File: src/rtl/add_sub_round_pack_if.sv
`default_nettype none
// ============================================================================
// Module      : add_sub_round_pack_if
// Description : Handshake and data bundle for the add/sub round-and-pack
//               stage. The slave modport is the stage's own view. The master
//               modport is the view of whoever drives operands and takes
//               results.
// Revision    : 1.0 - initial release
// ============================================================================
interface add_sub_round_pack_if #(
    parameter int SIZE_EXP = 8,
    parameter int SIZE_MAN = 23
);
    logic                         i_valid;
    logic                         o_ready;
    logic                         i_sign;
    logic [SIZE_EXP-1:0]          i_exp;
    logic [SIZE_MAN:0]            i_man;
    logic                         i_guard;
    logic                         i_round;
    logic                         i_sticky;
    logic                         i_zero;
    logic                         i_clr_flags;
    logic                         o_valid;
    logic                         i_ready;
    logic [SIZE_EXP+SIZE_MAN:0]   o_result;
    logic                         o_flag_overflow;
    logic                         o_flag_inexact;

    modport slave (
        input  i_valid, i_sign, i_exp, i_man, i_guard, i_round, i_sticky,
               i_zero, i_clr_flags, i_ready,
        output o_ready, o_valid, o_result, o_flag_overflow, o_flag_inexact
    );

    modport master (
        output i_valid, i_sign, i_exp, i_man, i_guard, i_round, i_sticky,
               i_zero, i_clr_flags, i_ready,
        input  o_ready, o_valid, o_result, o_flag_overflow, o_flag_inexact
    );
endinterface
`default_nettype wire

File: src/rtl/add_sub_round_pack.sv
`default_nettype none
// ============================================================================
// Module      : add_sub_round_pack
// Description : Final add/sub stage. It applies round-to-nearest-even, carries
//               the mantissa carry-out into the exponent (saturating to
//               infinity) and packs an IEEE-754 single-precision word. The
//               block is a two-stage valid/ready pipeline.
//               Optional macro ADD_SUB_ROUND_STATUS_EN enables the sticky
//               overflow/inexact status flags. When the macro is undefined,
//               both flags are tied low.
// Revision    : 1.0 - initial release
// ============================================================================
module add_sub_round_pack #(
    parameter int SIZE_EXP = 8,
    parameter int SIZE_MAN = 23
) (
    input  wire                        i_clk,
    input  wire                        i_rst,
    add_sub_round_pack_if.slave        bus
);
    localparam logic [SIZE_EXP-1:0] c_EXP_MAX = '1;

    // ---------------- handshake ----------------
    logic r_s1_valid;
    logic r_s2_valid;
    logic w_s2_load;
    logic w_s1_adv;
    logic w_in_fire;

    assign w_s2_load   = ~r_s2_valid | bus.i_ready;
    assign w_s1_adv    = r_s1_valid & w_s2_load;
    assign bus.o_ready = ~r_s1_valid | w_s1_adv;
    assign w_in_fire   = bus.i_valid & bus.o_ready;

    // ---------------- stage 1: round decision ----------------
    logic                  w_round_up;
    logic                  w_grs;
    logic                  w_ftz;
    logic                  w_inf;
    logic                  w_inexact_s1;
    logic [SIZE_MAN+1:0]   w_sum;

    assign w_round_up = bus.i_guard & (bus.i_round | bus.i_sticky | bus.i_man[0]);
    assign w_grs      = bus.i_guard | bus.i_round | bus.i_sticky;
    assign w_sum      = {1'b0, bus.i_man} + {{(SIZE_MAN+1){1'b0}}, w_round_up};
    // Zero input or a denormal exponent flushes to a signed zero.
    assign w_ftz      = bus.i_zero | (bus.i_exp == '0);
    assign w_inf      = ~w_ftz & (bus.i_exp == c_EXP_MAX);
    // An exact zero is never inexact. A flushed denormal keeps its lost bits.
    assign w_inexact_s1 = bus.i_zero ? 1'b0 : (w_inf | w_grs);

    logic                  r_s1_sign;
    logic [SIZE_EXP-1:0]   r_s1_exp;
    logic [SIZE_MAN+1:0]   r_s1_sum;
    logic                  r_s1_inexact;
    logic                  r_s1_zero;
    logic                  r_s1_inf;

    // Stage-1 register: it loads whenever a new operand is accepted.
    always_ff @(posedge i_clk) begin
        if (i_rst) begin
            r_s1_valid   <= 1'b0;
            r_s1_sign    <= 1'b0;
            r_s1_exp     <= '0;
            r_s1_sum     <= '0;
            r_s1_inexact <= 1'b0;
            r_s1_zero    <= 1'b0;
            r_s1_inf     <= 1'b0;
        end else begin
            if (bus.o_ready) begin
                r_s1_valid <= bus.i_valid;
            end
            if (w_in_fire) begin
                r_s1_sign    <= bus.i_sign;
                r_s1_exp     <= bus.i_exp;
                r_s1_sum     <= w_sum;
                r_s1_inexact <= w_inexact_s1;
                r_s1_zero    <= w_ftz;
                r_s1_inf     <= w_inf;
            end
        end
    end

    // ---------------- stage 2: exponent adjust and pack ----------------
    logic                  w_carry;
    logic [SIZE_EXP-1:0]   w_exp_inc;
    logic [SIZE_EXP:0]     w_chain;
    logic [SIZE_MAN-1:0]   w_frac;
    logic                  w_ovf;
    logic [SIZE_EXP+SIZE_MAN:0] w_result;

    assign w_carry    = r_s1_sum[SIZE_MAN+1];
    assign w_chain[0] = w_carry;

    // Ripple increment: bit k toggles when the carry reaches it through all-ones below.
    for (genvar k = 0; k < SIZE_EXP; k++) begin : g_exp_inc
        assign w_exp_inc[k]  = r_s1_exp[k] ^ w_chain[k];
        assign w_chain[k+1]  = w_chain[k] & r_s1_exp[k];
    end

    // A carry out of the mantissa means the sum is exactly 2.0, so the fraction is zero.
    assign w_frac = w_carry ? r_s1_sum[SIZE_MAN:1] : r_s1_sum[SIZE_MAN-1:0];
    assign w_ovf  = ~r_s1_zero & (r_s1_inf | (w_exp_inc == c_EXP_MAX) | w_chain[SIZE_EXP]);

    // Result mux: a flushed zero beats infinity, and infinity beats a normal result.
    always_comb begin
        w_result = {r_s1_sign, w_exp_inc, w_frac};
        if (r_s1_zero) begin
            w_result = {r_s1_sign, {(SIZE_EXP+SIZE_MAN){1'b0}}};
        end else if (w_ovf) begin
            w_result = {r_s1_sign, c_EXP_MAX, {SIZE_MAN{1'b0}}};
        end
    end

    logic [SIZE_EXP+SIZE_MAN:0] r_s2_result;

    // Output register: it holds while the consumer stalls and loads when empty or drained.
    always_ff @(posedge i_clk) begin
        if (i_rst) begin
            r_s2_valid  <= 1'b0;
            r_s2_result <= '0;
        end else if (w_s2_load) begin
            r_s2_valid <= r_s1_valid;
            if (w_s1_adv) begin
                r_s2_result <= w_result;
            end
        end
    end

    assign bus.o_valid  = r_s2_valid;
    assign bus.o_result = r_s2_result;

`ifdef ADD_SUB_ROUND_STATUS_EN
    logic r_s2_ovf;
    logic r_s2_inexact;
    logic r_flag_ovf;
    logic r_flag_inx;
    logic w_out_fire;

    assign w_out_fire = r_s2_valid & bus.i_ready;

    // Per-result status bits travel alongside the packed word.
    always_ff @(posedge i_clk) begin
        if (i_rst) begin
            r_s2_ovf     <= 1'b0;
            r_s2_inexact <= 1'b0;
        end else if (w_s1_adv) begin
            r_s2_ovf     <= w_ovf;
            r_s2_inexact <= r_s1_inexact | w_ovf;
        end
    end

    // Sticky flags: a set on an output transfer wins over a same-cycle clear.
    always_ff @(posedge i_clk) begin
        if (i_rst) begin
            r_flag_ovf <= 1'b0;
            r_flag_inx <= 1'b0;
        end else begin
            r_flag_ovf <= (w_out_fire & r_s2_ovf)     | (r_flag_ovf & ~bus.i_clr_flags);
            r_flag_inx <= (w_out_fire & r_s2_inexact) | (r_flag_inx & ~bus.i_clr_flags);
        end
    end

    assign bus.o_flag_overflow = r_flag_ovf;
    assign bus.o_flag_inexact  = r_flag_inx;
`else
    assign bus.o_flag_overflow = 1'b0;
    assign bus.o_flag_inexact  = 1'b0;
`endif

endmodule
`default_nettype wire
File: src/flat_wrapper.sv
// flat-port wrapper written by rule: the top's interface ports become plain ports
module add_sub_round_pack_flat 
#(
    parameter int SIZE_EXP = 8,
    parameter int SIZE_MAN = 23
)
  (i_clk, i_rst, bus_i_valid, bus_i_sign, bus_i_exp, bus_i_man, bus_i_guard, bus_i_round, bus_i_sticky, bus_i_zero, bus_i_clr_flags, bus_i_ready, bus_o_ready, bus_o_valid, bus_o_result, bus_o_flag_overflow, bus_o_flag_inexact);
  add_sub_round_pack_if #(.SIZE_EXP(SIZE_EXP), .SIZE_MAN(SIZE_MAN)) bus_i ();
  input  wire i_clk;
  input  wire i_rst;
  input wire logic [$bits(bus_i.i_valid)-1:0] bus_i_valid;
  input wire logic [$bits(bus_i.i_sign)-1:0] bus_i_sign;
  input wire logic [$bits(bus_i.i_exp)-1:0] bus_i_exp;
  input wire logic [$bits(bus_i.i_man)-1:0] bus_i_man;
  input wire logic [$bits(bus_i.i_guard)-1:0] bus_i_guard;
  input wire logic [$bits(bus_i.i_round)-1:0] bus_i_round;
  input wire logic [$bits(bus_i.i_sticky)-1:0] bus_i_sticky;
  input wire logic [$bits(bus_i.i_zero)-1:0] bus_i_zero;
  input wire logic [$bits(bus_i.i_clr_flags)-1:0] bus_i_clr_flags;
  input wire logic [$bits(bus_i.i_ready)-1:0] bus_i_ready;
  output wire logic [$bits(bus_i.o_ready)-1:0] bus_o_ready;
  output wire logic [$bits(bus_i.o_valid)-1:0] bus_o_valid;
  output wire logic [$bits(bus_i.o_result)-1:0] bus_o_result;
  output wire logic [$bits(bus_i.o_flag_overflow)-1:0] bus_o_flag_overflow;
  output wire logic [$bits(bus_i.o_flag_inexact)-1:0] bus_o_flag_inexact;
  assign bus_i.i_valid = bus_i_valid;
  assign bus_i.i_sign = bus_i_sign;
  assign bus_i.i_exp = bus_i_exp;
  assign bus_i.i_man = bus_i_man;
  assign bus_i.i_guard = bus_i_guard;
  assign bus_i.i_round = bus_i_round;
  assign bus_i.i_sticky = bus_i_sticky;
  assign bus_i.i_zero = bus_i_zero;
  assign bus_i.i_clr_flags = bus_i_clr_flags;
  assign bus_i.i_ready = bus_i_ready;
  assign bus_o_ready = bus_i.o_ready;
  assign bus_o_valid = bus_i.o_valid;
  assign bus_o_result = bus_i.o_result;
  assign bus_o_flag_overflow = bus_i.o_flag_overflow;
  assign bus_o_flag_inexact = bus_i.o_flag_inexact;
  add_sub_round_pack #(.SIZE_EXP(SIZE_EXP), .SIZE_MAN(SIZE_MAN)) u_core (.i_clk(i_clk), .i_rst(i_rst), .bus(bus_i));
endmodule
File: config.mk
export PLATFORM = sky130hd
export DESIGN_NAME = add_sub_round_pack_flat
export DESIGN_NICKNAME = d
export VERILOG_FILES = /design/src/rtl/add_sub_round_pack_if.sv /design/src/rtl/add_sub_round_pack.sv /design/src/flat_wrapper.sv
export SDC_FILE = /design/constraint.sdc
export NUM_CORES = 1
export LEC_CHECK = 0
export ABC_AREA = 1
export ABC_CLOCK_PERIOD_IN_PS = 3400
export BUFFER_PORTS_ARGS = -buffer_cell sky130_fd_sc_hd__buf_2
export CORE_ASPECT_RATIO = 1.4
export CORE_MARGIN = 2
export CORE_UTILIZATION = 45
export CTS_BUF_LIST = sky130_fd_sc_hd__clkbuf_8
export DETAILED_ROUTE_END_ITERATION = 16
export GPL_ROUTABILITY_DRIVEN = 0
export PLACE_DENSITY = 0.68
export SLEW_MARGIN = 20
export SYNTH_ARGS = -nofsm -noshare
export SYNTH_HDL_FRONTEND = slang
export SYNTH_SLANG_ARGS = --single-unit
export TNS_END_PERCENT = 10
File: constraint.sdc
create_clock -name i_clk -period 3.4 [get_ports i_clk]
set_input_delay 0 -clock i_clk [delete_from_list [all_inputs] [get_ports i_clk]]
set_output_delay 0 -clock i_clk [all_outputs]
set_load 0.01 [all_outputs]
==> summary.txt, run 1 <==
Status
  • Status: completed

Clocking
  • CTS max path bufs: 2
  • Clk root buf: clkbuf_8
  • Clk slew on worst S/H paths: around 0.070 ns
  • CTS tree: built
  • Clock sink total: 70
  • Clock latency on the worst-skew pair: between 0.3 and 0.4 ns
  • CTS H-tree depth: 3
  • Resized cells post-CTS: 0
  • TritonCTS buffer count: 9

Setup path
  • Kind of critical path: reg2reg
  • Cell depth of the worst setup path: 15
  • Worst path max stage delay: around 0.36 ns
  • Worst Path Required: 3.68 ns
  • CP Cell Sequence: ha_1 > ha_1 > ha_1 > ha_1 > ha_1 > ha_1 > ha_1 > ha_1 > inv_1 > nor3_1 > nand2_1 > buf_4 > nand3_1 > nand2_1 > a21oi_1
  • Crit. Startpoint: u_core.r_s1_sum[24]
  • Arrival @ worst endpoint: about 3.2 ns
  • Cell family with most CP delay: adder cells
  • RR Startpoint: u_core.r_s1_sum[24]
  • Slowest-stage cell, CP: dfxtp_1
  • Flop-to-flop setup slack: 0.45 ns
  • Worst-path fanout max: 25
  • Setup crit end kind: register
  • Worst flop-to-flop path endpoint: u_core.bus.o_result[24]
  • Critical path's most frequent cell: ha_1
  • Buf/Inv on CP: 2
  • CP Launch Type: register
  • R2R depth: 15

Global routing
  • Vias in the first global route: roughly 3,300
  • Tot GR Track Use: between 20% and 30%
  • Initial antenna violation count: 0
  • First-pass GRT wire length: approximately 15,000 µm
  • Grt ovf: 0
  • Largest net degree at the start of global routing: between 50 and 60

Synth
  • Post-synth top area cell: dfxtp_1
  • Synth cell types: 31
  • Post-synthesis cell count: between 500 and 600
  • Yosys warning count: 0
  • Yosys top cell area share: between 30% and 40%
  • Top post-synthesis cells by area: dfxtp_1 (37%), nand2_1 (14%), a21oi_1 (8.5%)
  • Sequential-to-total area share from yosys stat: around 37%
  • Avg Inst Size Synth: around 6.7 µm²
  • #FFs+latches synth: 70
  • Mapped Area: about 3800 µm²

Floorplan
  • Die X: a little over 80 µm
  • Die area: 9229 µm²
  • Standard-cell rows: 39
  • IO Pins: 78
  • Initial Utilization: 46.47%
  • CORE AREA: 8198 µm²
  • Die height: about 110 µm

Timing
  • Worst clock skew: between 0.004 and 0.005 ns
  • Final Cycle Share: 86.66%
  • Slew margin rel.: a little under three fifths
  • Setup_tns: 0 ns
  • Fin Hold WS: 0.01484 ns
  • Max-slew violations: 0
  • Worst-Margin Slew: ~0.64 ns
  • RSZ-0062 raised after global routing: false
  • Final setup viols: 0
  • Tmin final: between 2 and 3 ns
  • Final Hold Vio Count: 0
  • Achievable clock frequency: around 340 MHz

Pwr
  • Pwr Density: 371.6 nW/µm²
  • Total Power: roughly 1.7 mW
  • Peak supply drop: approximately 0.21 mV
  • Pleak: between 2 and 2.5 nW

Placement
  • Buffers on Ports: 74
  • Post-DP HPWL: between 6000 and 7000 µm

Finish
  • Commonest cells after routing, fill and taps aside: nand2_1 (146), inv_1 (76), buf_2 (74)
  • Layout cell share with drive strength beyond 1: about 17%
  • Area Overhead vs Synth: 18.36%
  • Most common cell after layout, fill and taps aside: nand2_1
  • Antenna cell count: 0
  • Fin nets: roughly 700

Flow run
  • Max-cap violations: 0

Routing
  • Drt wl/cell: 11.59 µm
  • Drt first pass iters: 4
  • Drc violations: 0
  • Routed vias: 3,702
  • First DRT Iteration DRCs: 224
  • Final antenna-violating net count: 0
  • Vias/cell: 4.903
  • Routed WL: just under 9000 µm

Min path
  • Hold-critical path depth: 5
  • Hold Crit Start: bus_i_man[9]
  • Worst hold-check path type: in2reg
  • Hold EP: u_core.r_s1_sum[9]
-- Yosys cell counts --
| library cell | count |
|---|---|
| nor2_4 | 2 |
| nand2_2 | 5 |
| buf_2 | 11 |
| nand3b_1 | 5 |
| dfxtp_1 | 70 |
| a21oi_1 | 65 |
| xor2_1 | 3 |
| nor3_1 | 5 |
| conb_1 | 1 |
| clkbuf_8 | 1 |
| nand3_2 | 1 |
| nor2_2 | 8 |
| clkbuf_2 | 1 |
| buf_4 | 6 |
| nor2_1 | 31 |
| buf_6 | 2 |
| and2_1 | 1 |
| inv_2 | 2 |
| clkbuf_1 | 11 |
| or2_0 | 1 |
| inv_1 | 71 |
| nand4_1 | 28 |
| o211ai_1 | 2 |
| o21ai_1 | 1 |
| xnor2_1 | 5 |
| dlygate4sd1_1 | 1 |
| nand2_1 | 146 |
| a211oi_1 | 1 |
| o21ai_0 | 45 |
| nand3_1 | 30 |
| ha_1 | 9 |
-- cell type report --
cell class	count	area, µm²
fillers	853	3689
flip-flops and latches	70	1401
multi-input cells	396	1947
well taps	102	127.6
clock inverters	6	23.77
repair buffers	98	598.1
inverters	73	274.0
clock buffers	10	137.6
-- per-stage QoR --
| stage | util [%] | cells | area (µm²) | worst slack, ns |
|---|---|---|---|---|
| 6_report | 55.01 | 755 | 4509 | 0.4536 |
| 5_1_grt | 55.01 | 755 | 4509 | 0.2504 |
| 4_1_cts | 55.01 | 755 | 4509 | 0.4671 |
| 3_5_place_dp | 50.72 | 720 | 4158 | 0.4750 |
| 3_3_place_gp | 50.72 | 720 | 4158 | 0.5756 |
| 2_1_floorplan | - | 572 | 3814 | 0.8662 |
-- logic make-up (layout without fill, tap and decap cells) --
| group | Yosys count | in the layout | synth area share (%) |
|---|---|---|---|
| buffers and inverters | 106 | 187 | 12.22 |
| XOR/XNOR | 8 | 8 | 1.839 |
| flip-flops | 70 | 70 | 36.78 |
| other | 1 | 2 | 0.09843 |
| AO/OA/AOI/OAI | 114 | 114 | 15.17 |
| adder cells (fa/ha/maj) | 9 | 9 | 2.956 |
| AND/OR/NAND/NOR | 263 | 263 | 30.94 |
-- worst reg2reg max path, delay by kind of cell (launching register included) --
kind            cells  cell delay (ns)
compound gates      1             0.13
flops               1             0.36
buf+inv             2             0.31
fa+ha+maj           8             1.58
simple gates        4             0.48
-- where the power goes --
group / internal, mW / switching (mW) / total, mW / leakage (nW)
clock: 0.270 / 0.279 / 0.549 / 0.102
sequential: 0.862 / 0.0238 / 0.886 / 0.575
combinational: 0.0964 / 0.145 / 0.241 / 1.42
-- registers in the layout, summed over array words and instances (netlist names) --
| name | cells |
|---|---|
| u_core.r_s1_valid | 1 |
| u_core.r_s1_zero | 1 |
| u_core.r_s1_exp | 8 |
| u_core.bus.o_valid | 1 |
| u_core.r_s1_sum | 25 |
| u_core.r_s1_inf | 1 |
| u_core.bus.o_result | 32 |
| u_core.r_s1_sign | 1 |
-- worst max path at each step --
stage	end
2_1_floorplan	u_core.bus.o_result[3]
3_3_place_gp	u_core.bus.o_result[30]
3_5_place_dp	u_core.bus.o_result[24]
4_1_cts	u_core.bus.o_result[24]
5_1_grt	u_core.bus.o_result[30]
6_report	u_core.bus.o_result[24]
-- per-layer routing --
| metal | GRT usage, % | routed length (µm) |
|---|---|---|
| met1 | 28.89 | 4234 |
| met2 | 30.19 | 3931 |
| met3 | 3.589 | 392 |
| met4 | 9.111 | 191 |
| met5 | 0 | 0 |
-- repair_timing --
action                    4_1_cts  5_1_grt
hold endpoints to repair       21        0
hold buffers                   19        0
setup buffers                   0        0
(Power assumes the default switching activity.)
==> run 2, diff against run 1 <==
--- a/config.mk
+++ b/config.mk
@@ -14,6 +14,7 @@
 export CTS_BUF_LIST = sky130_fd_sc_hd__clkbuf_8
 export DETAILED_ROUTE_END_ITERATION = 16
 export GPL_ROUTABILITY_DRIVEN = 0
+export MAX_ROUTING_LAYER = met4
 export PLACE_DENSITY = 0.68
 export SLEW_MARGIN = 20
 export SYNTH_ARGS = -nofsm -noshare
==> run 2 against run 1 <==
  * Flip-flop and latch count did not move
  * Global-route usage rose by 0.61 points
  * Hold slack about the same
  * Clock-buffer cell count unchanged
  * Combinational power is essentially flat
  * Setup slack better by 0.0093 ns
  * Clock skew barely moved
  * Critical path type unchanged
  * Critical endpoint unchanged
==> summary.txt, run 2 (synthesis results as in run 1) <==
Status
  • Status: completed

Pwr
  • Pwr Density: between 300 and 400 nW/µm²
  • Switching share of total power: 26.69%
  • Comb pwr share: roughly 14%
  • NetSw: between 400 and 500 µW
  • Clk network pwr share: 32.7%
  • Total Power: between 1.5 and 2 mW
  • Peak supply drop: a little over 0.2 mV
  • Sequential Power Share: 52.9%
  • Pleak: about 2.1 nW
  • Pint: 1.229 mW

Finish
  • Fillcell total: roughly 850
  • Max FFs per register: 32
  • Layout cell share with drive strength beyond 1: 16.54%
  • Multi-input gate area in the final layout: just under 2000 µm²
  • FF/Latch Area: 1401 µm²
  • Antenna cell count: 0
  • Commonest cells after routing, fill and taps aside: nand2_1 (146), inv_1 (76), buf_2 (74)
  • Final Instance Area: between 4000 and 5000 µm²
  • Post-Route Utilization: 55.01%
  • Most common cell after layout, fill and taps aside: nand2_1
  • Fin nets: 699
  • Finished Layout Cells: roughly 760
  • Area Overhead vs Synth: 18.36%

Setup path
  • Kind of critical path: reg2reg
  • Worst Path Required: ~3.7 ns
  • Critical path's most frequent cell: ha_1
  • Worst-path fanout max: 25
  • Arrival @ worst endpoint: around 3.2 ns
  • Cell depth of the worst setup path: 15
  • Slowest-stage cell, CP: dfxtp_1
  • CP Cell Sequence: ha_1 > ha_1 > ha_1 > ha_1 > ha_1 > ha_1 > ha_1 > ha_1 > inv_1 > nor3_1 > nand2_1 > buf_4 > nand3_1 > nand2_1 > a21oi_1
  • Buf/Inv on CP: 2
  • CP Launch Type: register
  • R2R depth: 15
  • Cell family with most CP delay: adder cells
  • Worst path max stage delay: ~0.36 ns
  • Setup crit end kind: register

Timing
  • Final setup viols: 0
  • RSZ-0062 raised after global routing: false
  • Setup ws final: 0.4629 ns
  • Final Hold Vio Count: 0
  • Final Cycle Share: approximately 86%
  • Worst-Margin Slew: 0.6396 ns
  • Max-slew violations: 0
  • Setup_tns: 0 ns
  • Worst clock skew: around 0.0045 ns
  • Fin Hold WS: 0.01502 ns
  • Achievable clock frequency: 340.5 MHz
  • Tmin final: around 2.9 ns
  • Slew margin rel.: a little under three fifths

Global routing
  • Initial antenna violation count: 0
  • Vias in the first global route: 3,277
  • First-pass GRT wire length: 15,040 µm
  • Tot GR Track Use: about a fifth
  • Grt ovf: 0
  • Largest net degree at the start of global routing: 56

Routing
  • Drt first pass iters: 4
  • Routed vias: between 3,000 and 4,000
  • First DRT Iteration DRCs: a little under 200
  • Drc violations: 0
  • Final antenna-violating net count: 0
  • Vias/cell: around 5
  • Routed WL: a little under 9000 µm
  • Drt wl/cell: approximately 12 µm

Placement
  • Placement Cell Area: 4158 µm²
  • Placed Cells incl. Taps: around 700
  • Post-DP HPWL: between 6000 and 7000 µm
  • Place WS: ~0.47 ns
  • Buffers on Ports: 74

Clocking
  • Postcts setup bufs: 0
  • Clk slew on worst S/H paths: roughly 0.060 ns
  • Clock latency on the worst-skew pair: ~0.35 ns
  • Quantity of hold-fixing buffers added after cts: 19
  • CTS H-tree depth: 3
  • Resized cells post-CTS: 0
  • Clk root buf: clkbuf_8
  • Clock sink total: 70
  • CTS tree: built
  • TritonCTS buffer count: 9
  • CTS max path bufs: 2

Flow run
  • Max-cap violations: 0

Floorplan
  • Die area: 9229 µm²
  • IO Pins: 78
  • Initial Utilization: 46.47%
  • Standard-cell rows: 39
  • Die X: a little over 80 µm
  • Die height: ~110 µm
  • CORE AREA: 8198 µm²

Min path
  • Hold-critical path depth: 5
  • Worst hold-check path type: in2reg
[run 2: worst register-to-register path, cell delays in order, from the launching register on]
cell     delay, ns
dfxtp_1       0.36
ha_1          0.22
ha_1          0.18
ha_1          0.18
ha_1          0.18
ha_1          0.18
ha_1          0.18
ha_1          0.18
ha_1          0.27
inv_1         0.05
nor3_1        0.16
nand2_1       0.17
buf_4         0.26
nand3_1       0.09
nand2_1       0.06
a21oi_1       0.13
[run 2: final cells by class]
cell class / instances / area share (%)
clock inverters: 6 / 0.5272
inverters: 73 / 6.077
multi-input cells: 396 / 43.17
clock buffers: 10 / 3.052
well taps: 102 / 2.830
flip-flops and latches: 70 / 31.08
repair buffers: 98 / 13.26
[run 2: layer usage]
| layer | wire, µm | GRT usage [%] |
|---|---|---|
| met1 | 4314 | 29.04 |
| met2 | 3924 | 30.14 |
| met3 | 366 | 3.589 |
| met4 | 173 | 9.111 |
| met5 | 0 | - |
[run 2: final timing paths]
path                             from                 endpoint  slack, ns
hold / removal           bus_i_man[9]       u_core.r_s1_sum[9]       0.02
hold reg to reg    u_core.r_s1_sum[0]       u_core.r_s1_sum[0]       0.46
setup reg to reg  u_core.r_s1_sum[24]  u_core.bus.o_result[24]       0.46
setup / recovery  u_core.r_s1_sum[24]  u_core.bus.o_result[24]       0.46
[run 2: power by group through the flow]
stage | clock, mW | sequential [mW] | combinational (mW)
after global routing | 0.608 | 0.890 | 0.278
after floorplan | 0 | 0.904 | 0.153
after detailed placement | 0 | 0.904 | 0.224
final | 0.549 | 0.886 | 0.241
after global placement | 0 | 0.903 | 0.220
after CTS | 0.565 | 0.886 | 0.242
